[src/rtl/sqr_root_pkg.sv]
// rtl/sqr_root_pkg.sv - shared types and width helpers for the sequential square root
package sqr_root_pkg;

    typedef enum logic [1:0] {
        IDLE = 2'd0,
        BUSY = 2'd1,
        DONE = 2'd2
    } state_t;

    // Iteration counter holds BW-1 down to 0; never narrower than one bit.
    function automatic int cnt_width(input int bw);
        return (bw > 2) ? $clog2(bw) : 1;
    endfunction

    // Partial remainder needs two guard bits above the root width.
    function automatic int rem_width(input int bw);
        return bw + 2;
    endfunction

endpackage

[src/rtl/sqr_root_step.sv]
// rtl/sqr_root_step.sv - one combinational restoring square-root iteration
module sqr_root_step
    import sqr_root_pkg::*;
#(
    parameter int BW = 8
) (
    input  logic [rem_width(BW)-1:0] i_rem,
    input  logic [BW-1:0]            i_root,
    input  logic [1:0]               i_bits,
    output logic [rem_width(BW)-1:0] o_rem,
    output logic [BW-1:0]            o_root
);

    localparam int RW = rem_width(BW);

    logic [RW-1:0] w_shift;
    logic [RW-1:0] w_trial;
    logic          w_ge;

    // Bits shifted out of the remainder are always zero for a valid running state.
    assign w_shift = (i_rem << 2) | {{(RW-2){1'b0}}, i_bits};
    assign w_trial = {i_root, 2'b01};
    assign w_ge    = (w_shift >= w_trial);
    assign o_rem   = w_ge ? (w_shift - w_trial) : w_shift;
    assign o_root  = (i_root << 1) | {{(BW-1){1'b0}}, w_ge};

endmodule

[src/rtl/sqr_sgn_root.sv]
// rtl/sqr_sgn_root.sv - handshaked digit-by-digit square root of a signed radicand
module sqr_sgn_root
    import sqr_root_pkg::*;
#(
    parameter int BW = 8
) (
    input  logic                 clk_i,
    input  logic                 rst_ni,
    input  logic                 in_valid_i,
    output logic                 in_ready_o,
    input  logic signed [2*BW-1:0] X,
    output logic                 out_valid_o,
    input  logic                 out_ready_i,
    output logic [BW-1:0]        Q,
    output logic [BW:0]          R,
    output logic                 neg_o
);

    localparam int CW = cnt_width(BW);
    localparam int RW = rem_width(BW);

    state_t           r_state;
    state_t           w_next_state;
    logic [2*BW-1:0]  r_rad;
    logic [RW-1:0]    r_rem;
    logic [BW-1:0]    r_root;
    logic [CW-1:0]    r_cnt;
    logic             r_neg;
    logic [RW-1:0]    w_rem_nxt;
    logic [BW-1:0]    w_root_nxt;
    logic             w_x_neg;
    logic             w_last;

    assign w_x_neg = X[2*BW-1];
    assign w_last  = (r_cnt == '0);

    sqr_root_step #(
        .BW (BW)
    ) u_step (
        .i_rem  (r_rem),
        .i_root (r_root),
        .i_bits (r_rad[2*BW-1 -: 2]),
        .o_rem  (w_rem_nxt),
        .o_root (w_root_nxt)
    );

    always_ff @(posedge clk_i or negedge rst_ni) begin
        if (!rst_ni) begin
            r_state <= IDLE;
        end else begin
            r_state <= w_next_state;
        end
    end

    always_comb begin
        w_next_state = r_state;
        case (r_state)
            IDLE: begin
                if (in_valid_i) begin
                    w_next_state = w_x_neg ? DONE : BUSY;
                end
            end
            BUSY: begin
                if (w_last) begin
                    w_next_state = DONE;
                end
            end
            DONE: begin
                if (out_ready_i) begin
                    w_next_state = IDLE;
                end
            end
            default: w_next_state = IDLE;
        endcase
    end

    // Ready is masked by reset so every output reads zero while reset is held.
    always_comb begin
        in_ready_o  = rst_ni && (r_state == IDLE);
        out_valid_o = (r_state == DONE);
    end

    always_ff @(posedge clk_i or negedge rst_ni) begin
        if (!rst_ni) begin
            r_rad  <= '0;
            r_rem  <= '0;
            r_root <= '0;
            r_cnt  <= '0;
            r_neg  <= 1'b0;
        end else begin
            case (r_state)
                IDLE: begin
                    if (in_valid_i) begin
                        r_rem  <= '0;
                        r_root <= '0;
                        if (w_x_neg) begin
                            r_neg <= 1'b1;
                        end else begin
                            r_rad <= X;
                            r_cnt <= CW'(BW-1);
                            r_neg <= 1'b0;
                        end
                    end
                end
                BUSY: begin
                    r_rem  <= w_rem_nxt;
                    r_root <= w_root_nxt;
                    r_rad  <= {r_rad[2*BW-3:0], 2'b00};
                    if (!w_last) begin
                        r_cnt <= r_cnt - 1'b1;
                    end
                end
                DONE: begin
                    if (out_ready_i) begin
                        r_neg <= 1'b0;
                    end
                end
                default: ;
            endcase
        end
    end

    assign Q     = r_root;
    assign R     = r_rem[BW:0];
    assign neg_o = r_neg;

endmodule

[config.mk]
export PLATFORM = sky130hd
export DESIGN_NAME = sqr_sgn_root
export DESIGN_NICKNAME = d
export VERILOG_FILES = /design/src/rtl/sqr_root_pkg.sv /design/src/rtl/sqr_root_step.sv /design/src/rtl/sqr_sgn_root.sv
export SDC_FILE = /design/constraint.sdc
export NUM_CORES = 1
export LEC_CHECK = 0
export CAP_MARGIN = 20
export CORE_MARGIN = 3
export CORE_UTILIZATION = 43
export CTS_BUF_LIST = sky130_fd_sc_hd__clkbuf_16
export CTS_CLUSTER_DIAMETER = 120
export DETAILED_ROUTE_END_ITERATION = 10
export PLACE_DENSITY_LB_ADDON = 0.15
export SYNTH_ARGS = -nofsm -noshare
export SYNTH_HDL_FRONTEND = slang
export SYNTH_SLANG_ARGS = --single-unit
[constraint.sdc]
create_clock -name clk_i -period 1.75 [get_ports clk_i]
set_input_delay 0.175 -clock clk_i [delete_from_list [all_inputs] [get_ports clk_i]]
set_output_delay 0.175 -clock clk_i [all_outputs]
set_load 0.03 [all_outputs]
# ---- Yosys cells after proc, flatten, opt, wreduce, memory -nomap -nowiden
# Index checks and enable logic that the tools add are counted.
dict set report classes {
  addsub 2
  magnitude_cmp 1
  eq_ne 7
  muxes 21
  bitwise_logic 2
  n_reduce_logical 10
}
# operator n
set op_table {}
lappend op_table {{two-way mux 16 bit} 2}
lappend op_table {{case mux 16 bit (2 select lines)} 1}
lappend op_table {{two-way mux 9 bit} 2}
lappend op_table {{case mux 9 bit (2 select lines)} 1}
lappend op_table {{case mux 8 bit (2 select lines)} 1}
lappend op_table {{greater-or-equal comparator 10 bit} 1}
lappend op_table {{bitwise OR 10 x 2 -> 10 bit} 1}
lappend op_table {{two-way mux 3 bit} 3}
lappend op_table {{AND reduction 3 bit} 3}
lappend op_table {{subtractor 9 bit} 1}
lappend op_table {{two-way mux 2 bit} 4}
lappend op_table {{two-way mux 8 bit} 1}
lappend op_table {{inequality test 2 bit (second input constant)} 4}
lappend op_table {{bitwise OR 8 x 1 -> 8 bit} 1}
lappend op_table {{case mux 2 bit (3 select lines)} 1}
lappend op_table {{case mux 3 bit (2 select lines)} 1}
lappend op_table {{AND reduction 4 bit} 1}
lappend op_table {{nonzero test 2 bit} 2}
lappend op_table {{logical NOT 3 bit} 1}
lappend op_table {{two-way mux 1 bit} 3}
lappend op_table {{subtractor 3 x 1 -> 3 bit (second input constant)} 1}
lappend op_table {{== test 2 x 1 -> 1 bit (second input constant)} 1}
lappend op_table {{== test 2 bit (second input constant)} 1}
lappend op_table {{logical NOT 2 bit} 1}
lappend op_table {{other kinds (4)} 4}
dict set report word_totals {
  register_bits 39
  in_bits 20
  out_inout_bits 20
}

# ---- Logic depth before layout (Yosys ltp)
dict set report logic_depth {
  word_depth 4
  depth_mapped 8
}

# ---- Hierarchy
# From an unflattened synthesis, not the netlist that was laid out.
dict set report hier_totals {
  cells_unflattened 223
  hier_area_um2 2551.2
}
# mod n_inst cells_each area_per_inst_um2 seq_area_each_um2
set modules_own_cells {}
lappend modules_own_cells {sqr_sgn_root 1 139 1883.1 1001.0}
lappend modules_own_cells {sqr_root_step 1 84 668.1 0.0}

# ---- Worst setup path after synthesis
# Ideal clock, no wire load.
dict set report synth_timing {
  path_kind {reg2reg}
  startpoint {reg r_root[3] (netlist: Q[3])}
  endpoint {reg r_rem[4]}
  setup_time_ns 0.104
  arrival_ns 1.850
  required_ns 1.646
  slack_ns -0.204
  stages_incl_launch_ff 9
  path_buffers 1
  cell_sequence {dfrtp_1 -> inv_1 -> ha_1 -> a211oi_2 -> o21ai_1 -> a21oi_4 -> buf_6 -> nand3_1 -> o311ai_1}
}
dict set report synth_between {
  elab_chain_cells 3
}
# item line
set synth_rtl {}
lappend synth_rtl {{start, declared} sqr_sgn_root.sv:26} ;# logic [BW-1:0] r_root;
lappend synth_rtl {{start signal, assigned} sqr_sgn_root.sv:107} ;# r_root <= w_root_nxt;
lappend synth_rtl {{greater-or-equal comparator 10 bit} sqr_root_step.sv:23} ;# assign w_ge = (w_shift >= w_trial);
lappend synth_rtl {{two-way mux 9 bit} sqr_root_step.sv:24} ;# assign o_rem = w_ge ? (w_shift - w_trial) : w_shift;
lappend synth_rtl {{case mux 9 bit (2 select lines)} sqr_sgn_root.sv:91} ;# case (r_state)
lappend synth_rtl {{end signal, assigned} sqr_sgn_root.sv:106} ;# r_rem <= w_rem_nxt;
lappend synth_rtl {{end, declared} sqr_sgn_root.sv:25} ;# logic [RW-1:0] r_rem;
# Every way passes these cells.
# A chain may end at the register's enable or synchronous reset.

# ---- Worst setup path in the final report
dict set report layout_timing {
  startpoint {reg r_root[3] (netlist: Q[3])}
  endpoint {reg r_rem[2]}
}
# Same word-level chain as after synthesis.

==> flow_metrics.env <==
export IMPL_drt_initial_drc_count=89
export IMPL_p_sw_share_pct=43.11
export IMPL_fin_nets=334
export IMPL_port_buffer_count=39
export IMPL_drc=0
export IMPL_finalWirelength_um=5015
export IMPL_path_max_fanout=6
export IMPL_skew_ns=0.004482
export IMPL_die_area_um2=5997
export IMPL_final_layout_size_suffix_gt1_share_pct=26.07
export IMPL_fmax_mhz=575.2
export IMPL_ir_drop_v=0.0008938
export IMPL_dp_hpwl_um=3718
export IMPL_antenna_cells=0
export IMPL_busiest_layer="met2"
export IMPL_outcome="finished with violations"
export IMPL_syn_inst=237
export IMPL_finalCritPeriodShare_pct=99.35
export IMPL_initial_utilization_pct=45.56
export IMPL_cts_sinks=39
export IMPL_power_density_nw_per_um2=2404
export IMPL_crit_family="compound AO/OA/AOI/OAI gates"
export IMPL_ys_warn_count=0
export IMPL_yosysSeqAreaShare_pct=44.47
export IMPL_clock_latency_ns=0.28
export IMPL_worst_ep_required_time_ns=1.92
export IMPL_worst_ep_arrival_time_ns=1.91
export IMPL_vias=1929
export IMPL_die_x_um=77.44
export IMPL_cts_buffers=5
export IMPL_first_pass_iters=4
export IMPL_finalSetupViolations=0
export IMPL_htree_num_levels=2
export IMPL_tightest_slew_ns=0.5325
export IMPL_cts_buffer_depth=2
export IMPL_synth_edff_count=0
export IMPL_grt_max_degree=40
export IMPL_max_cap_violations=0
export IMPL_critPathBufInv=2
export IMPL_clkPwrFrac_pct=11.5
export IMPL_p_switching_mw=3.276
export IMPL_fp_dieH_um=77.44
export IMPL_syn_mean_instance_area_um2=9.260
export IMPL_hold_violations=16
export IMPL_synth_cell_type_count=38
export IMPL_antenna_left=0
export IMPL_gr_usage_met3_pct=4.176
export IMPL_setup_ws_ns=0.01134
export IMPL_finalMaxSlewViolations=0
export IMPL_path_clk_slew_ns=0.06
export IMPL_met1_usage_pct=20.52
export IMPL_area_growth_pct=44.01
export IMPL_antenna_found_initial=0
export IMPL_wl_per_cell_um=13.55
export IMPL_rows=25
export IMPL_timing_hold_ws_ns=-0.01937
export IMPL_cpPeakStageDelay_ns=0.41
export IMPL_critPathLaunchType="flop"
export IMPL_p_comb_share_pct=66.5
export IMPL_grt_pass1_vias=1812
export IMPL_grt_pass1_wl_um=8204
export IMPL_final_util_pct=65.61
export IMPL_design_core_area_um2=4817
export IMPL_synth_nets=269
export IMPL_cts_tree="yes"
export IMPL_synth_seq_cells=39
export IMPL_async_flop_share_pct=100.0
export IMPL_syn_area_um2=2195
export IMPL_grt_ovfl_total=0
export IMPL_p_int_mw=4.323
export IMPL_pwr_share_seq_pct=22.0
export IMPL_hp_class="input pin to async pin"
export IMPL_globalplace_congestion=0.8113
export IMPL_power_mw=7.598
export IMPL_path_cells="inv_2, ha_4, a211oi_2, o21ai_2, a21oi_4, buf_4, mux2i_1, o21ai_1"
export IMPL_slew_limit_headroom_pct=64.43
export IMPL_ios=40
export IMPL_grt_usage_pct=17.02
export IMPL_cts_root_buf="clkbuf_16"
export IMPL_ys_flop_type="dfrtp_1"
export IMPL_period_needed_ns=1.739
export IMPL_grt_use_met2_pct=29.53
export IMPL_place_ws_ns=-0.03200
export IMPL_violations="hold timing"
export IMPL_rsz0062_at_grt="true"
export IMPL_hold_buffers=0
export IMPL_slowest_stage="dfrtp_2"
export IMPL_p_leak_nw=1.358
export IMPL_cp_end_kind="flop"
export IMPL_worstSetupPathType="flop to flop"
export IMPL_vias_per_cell=5.214
## layout by cell type, fill, tap and decap left out, types with 4 or more instances in the layout
cell type,n
ha_4,8
mux2i_1,15
dfrtp_1,26
xnor2_1,5
o21ai_1,5
a32oi_1,4
nand2_1,36
a22oi_1,5
clkdlybuf4s50_1,36
buf_4,29
a21oi_1,6
dfrtp_2,13
clkbuf_16,5
nor2_1,8
nand2b_1,5
o21ai_0,30
inv_1,12
## cell families (layout without fill, tap and decap cells)
| family | Yosys count | in the layout | synth area share, % |
|---|---|---|---|
| muxes | 15 | 15 | 6.841 |
| AOI/OAI and AO/OA | 75 | 75 | 21.78 |
| buffers and inverters | 26 | 92 | 4.903 |
| xor gates and xnor gates | 6 | 6 | 2.395 |
| DFF | 39 | 39 | 44.47 |
| and+or+nand+nor | 64 | 64 | 12.77 |
| adders and majority gates | 12 | 12 | 6.841 |
## cell usage after synthesis, types with 2 or more instances
| library cell | number | area [µm²] |
|---|---|---|
| inv_1 | 15 | 56.30 |
| a21o_1 | 3 | 22.52 |
| dfrtp_1 | 39 | 975.9 |
| ha_1 | 12 | 150.1 |
| nand3_1 | 2 | 10.01 |
| clkbuf_1 | 8 | 30.03 |
| o21ai_0 | 32 | 160.2 |
| o21ai_1 | 6 | 30.03 |
| a21oi_1 | 7 | 35.03 |
| mux2i_1 | 15 | 150.1 |
| o21bai_1 | 2 | 15.01 |
| a22oi_1 | 5 | 37.54 |
| o31ai_1 | 3 | 22.52 |
| nor3b_1 | 2 | 15.01 |
| a31oi_1 | 2 | 12.51 |
| nor2_1 | 10 | 37.54 |
| nor3_1 | 4 | 20.02 |
| nand2b_1 | 5 | 31.28 |
| buf_2 | 2 | 10.01 |
| xnor2_1 | 5 | 43.79 |
| nand2_1 | 36 | 135.1 |
| a32oi_1 | 4 | 35.03 |
| nor2b_1 | 3 | 18.77 |
## what timing repair did
item                                    CTS  global route
gates resized for setup                   8            13
buffers inserted                          1             2
endpoints found under the setup margin    9             9
pin swaps                                 1             7
## power groups by stage
stage	registers, mW	logic, mW	clock network (mW)
detailed placement	1.67	4.61	0
global placement	1.65	4.57	0
finish	1.67	5.05	0.875
global route	1.73	5.53	0.931
floorplan	2.00	2.76	0
CTS	1.66	4.80	0.890
## path summary, 6_finish.rpt
kind / end / cells past startpoint / from / slack, ns
worst max-delay path: r_rem[2]$_DFFE_PN0P_ / 8 / Q[3]$_DFFE_PN0P_ / 0.01
worst min-delay path: neg_o$_DFFE_PN0P_ / 2 / rst_ni / -0.02
worst max register to register: r_rem[2]$_DFFE_PN0P_ / 8 / Q[3]$_DFFE_PN0P_ / 0.01
worst min register to register: r_rad[13]$_DFFE_PN0P_ / 2 / r_rad[13]$_DFFE_PN0P_ / 0.48
max in group asynchronous: r_rem[1]$_DFFE_PN0P_ / 2 / rst_ni / 1.39
min in group clk_i: r_rad[13]$_DFFE_PN0P_ / 2 / r_rad[13]$_DFFE_PN0P_ / 0.48
## stage by stage
step	area, µm²	std cells	setup TNS, ns
global placement	2892	359	-0.02815
global route	3161	370	-0.2481
floorplan	2258	237	0
CTS	3092	368	0
finish	3161	370	0
detailed placement	2892	359	-0.08603
## layer usage
layer / vias up / routed length, µm
met3: 7 / 200
met2: 37 / 2421
li1: 968 / -
met5: - / 0
met4: 0 / 78
met1: 917 / 2315
## flip-flops by register name (all words and copies together) (netlist names)
signal / flops
r_state: 2
r_rad: 16
r_cnt: 3
r_rem: 9
neg_o: 1
Q: 8
## layout make-up
class	instances	area, µm²
Fill cell	417	1657
Multi-Input combinational cell	172	1265
Sequential cell	39	992.2
Timing Repair Buffer	69	623.1
Clock buffer	5	125.1
Tap cell	67	83.83
Inverter	15	56.30
Clock inverter	3	15.01
(Power assumes the default switching activity.)
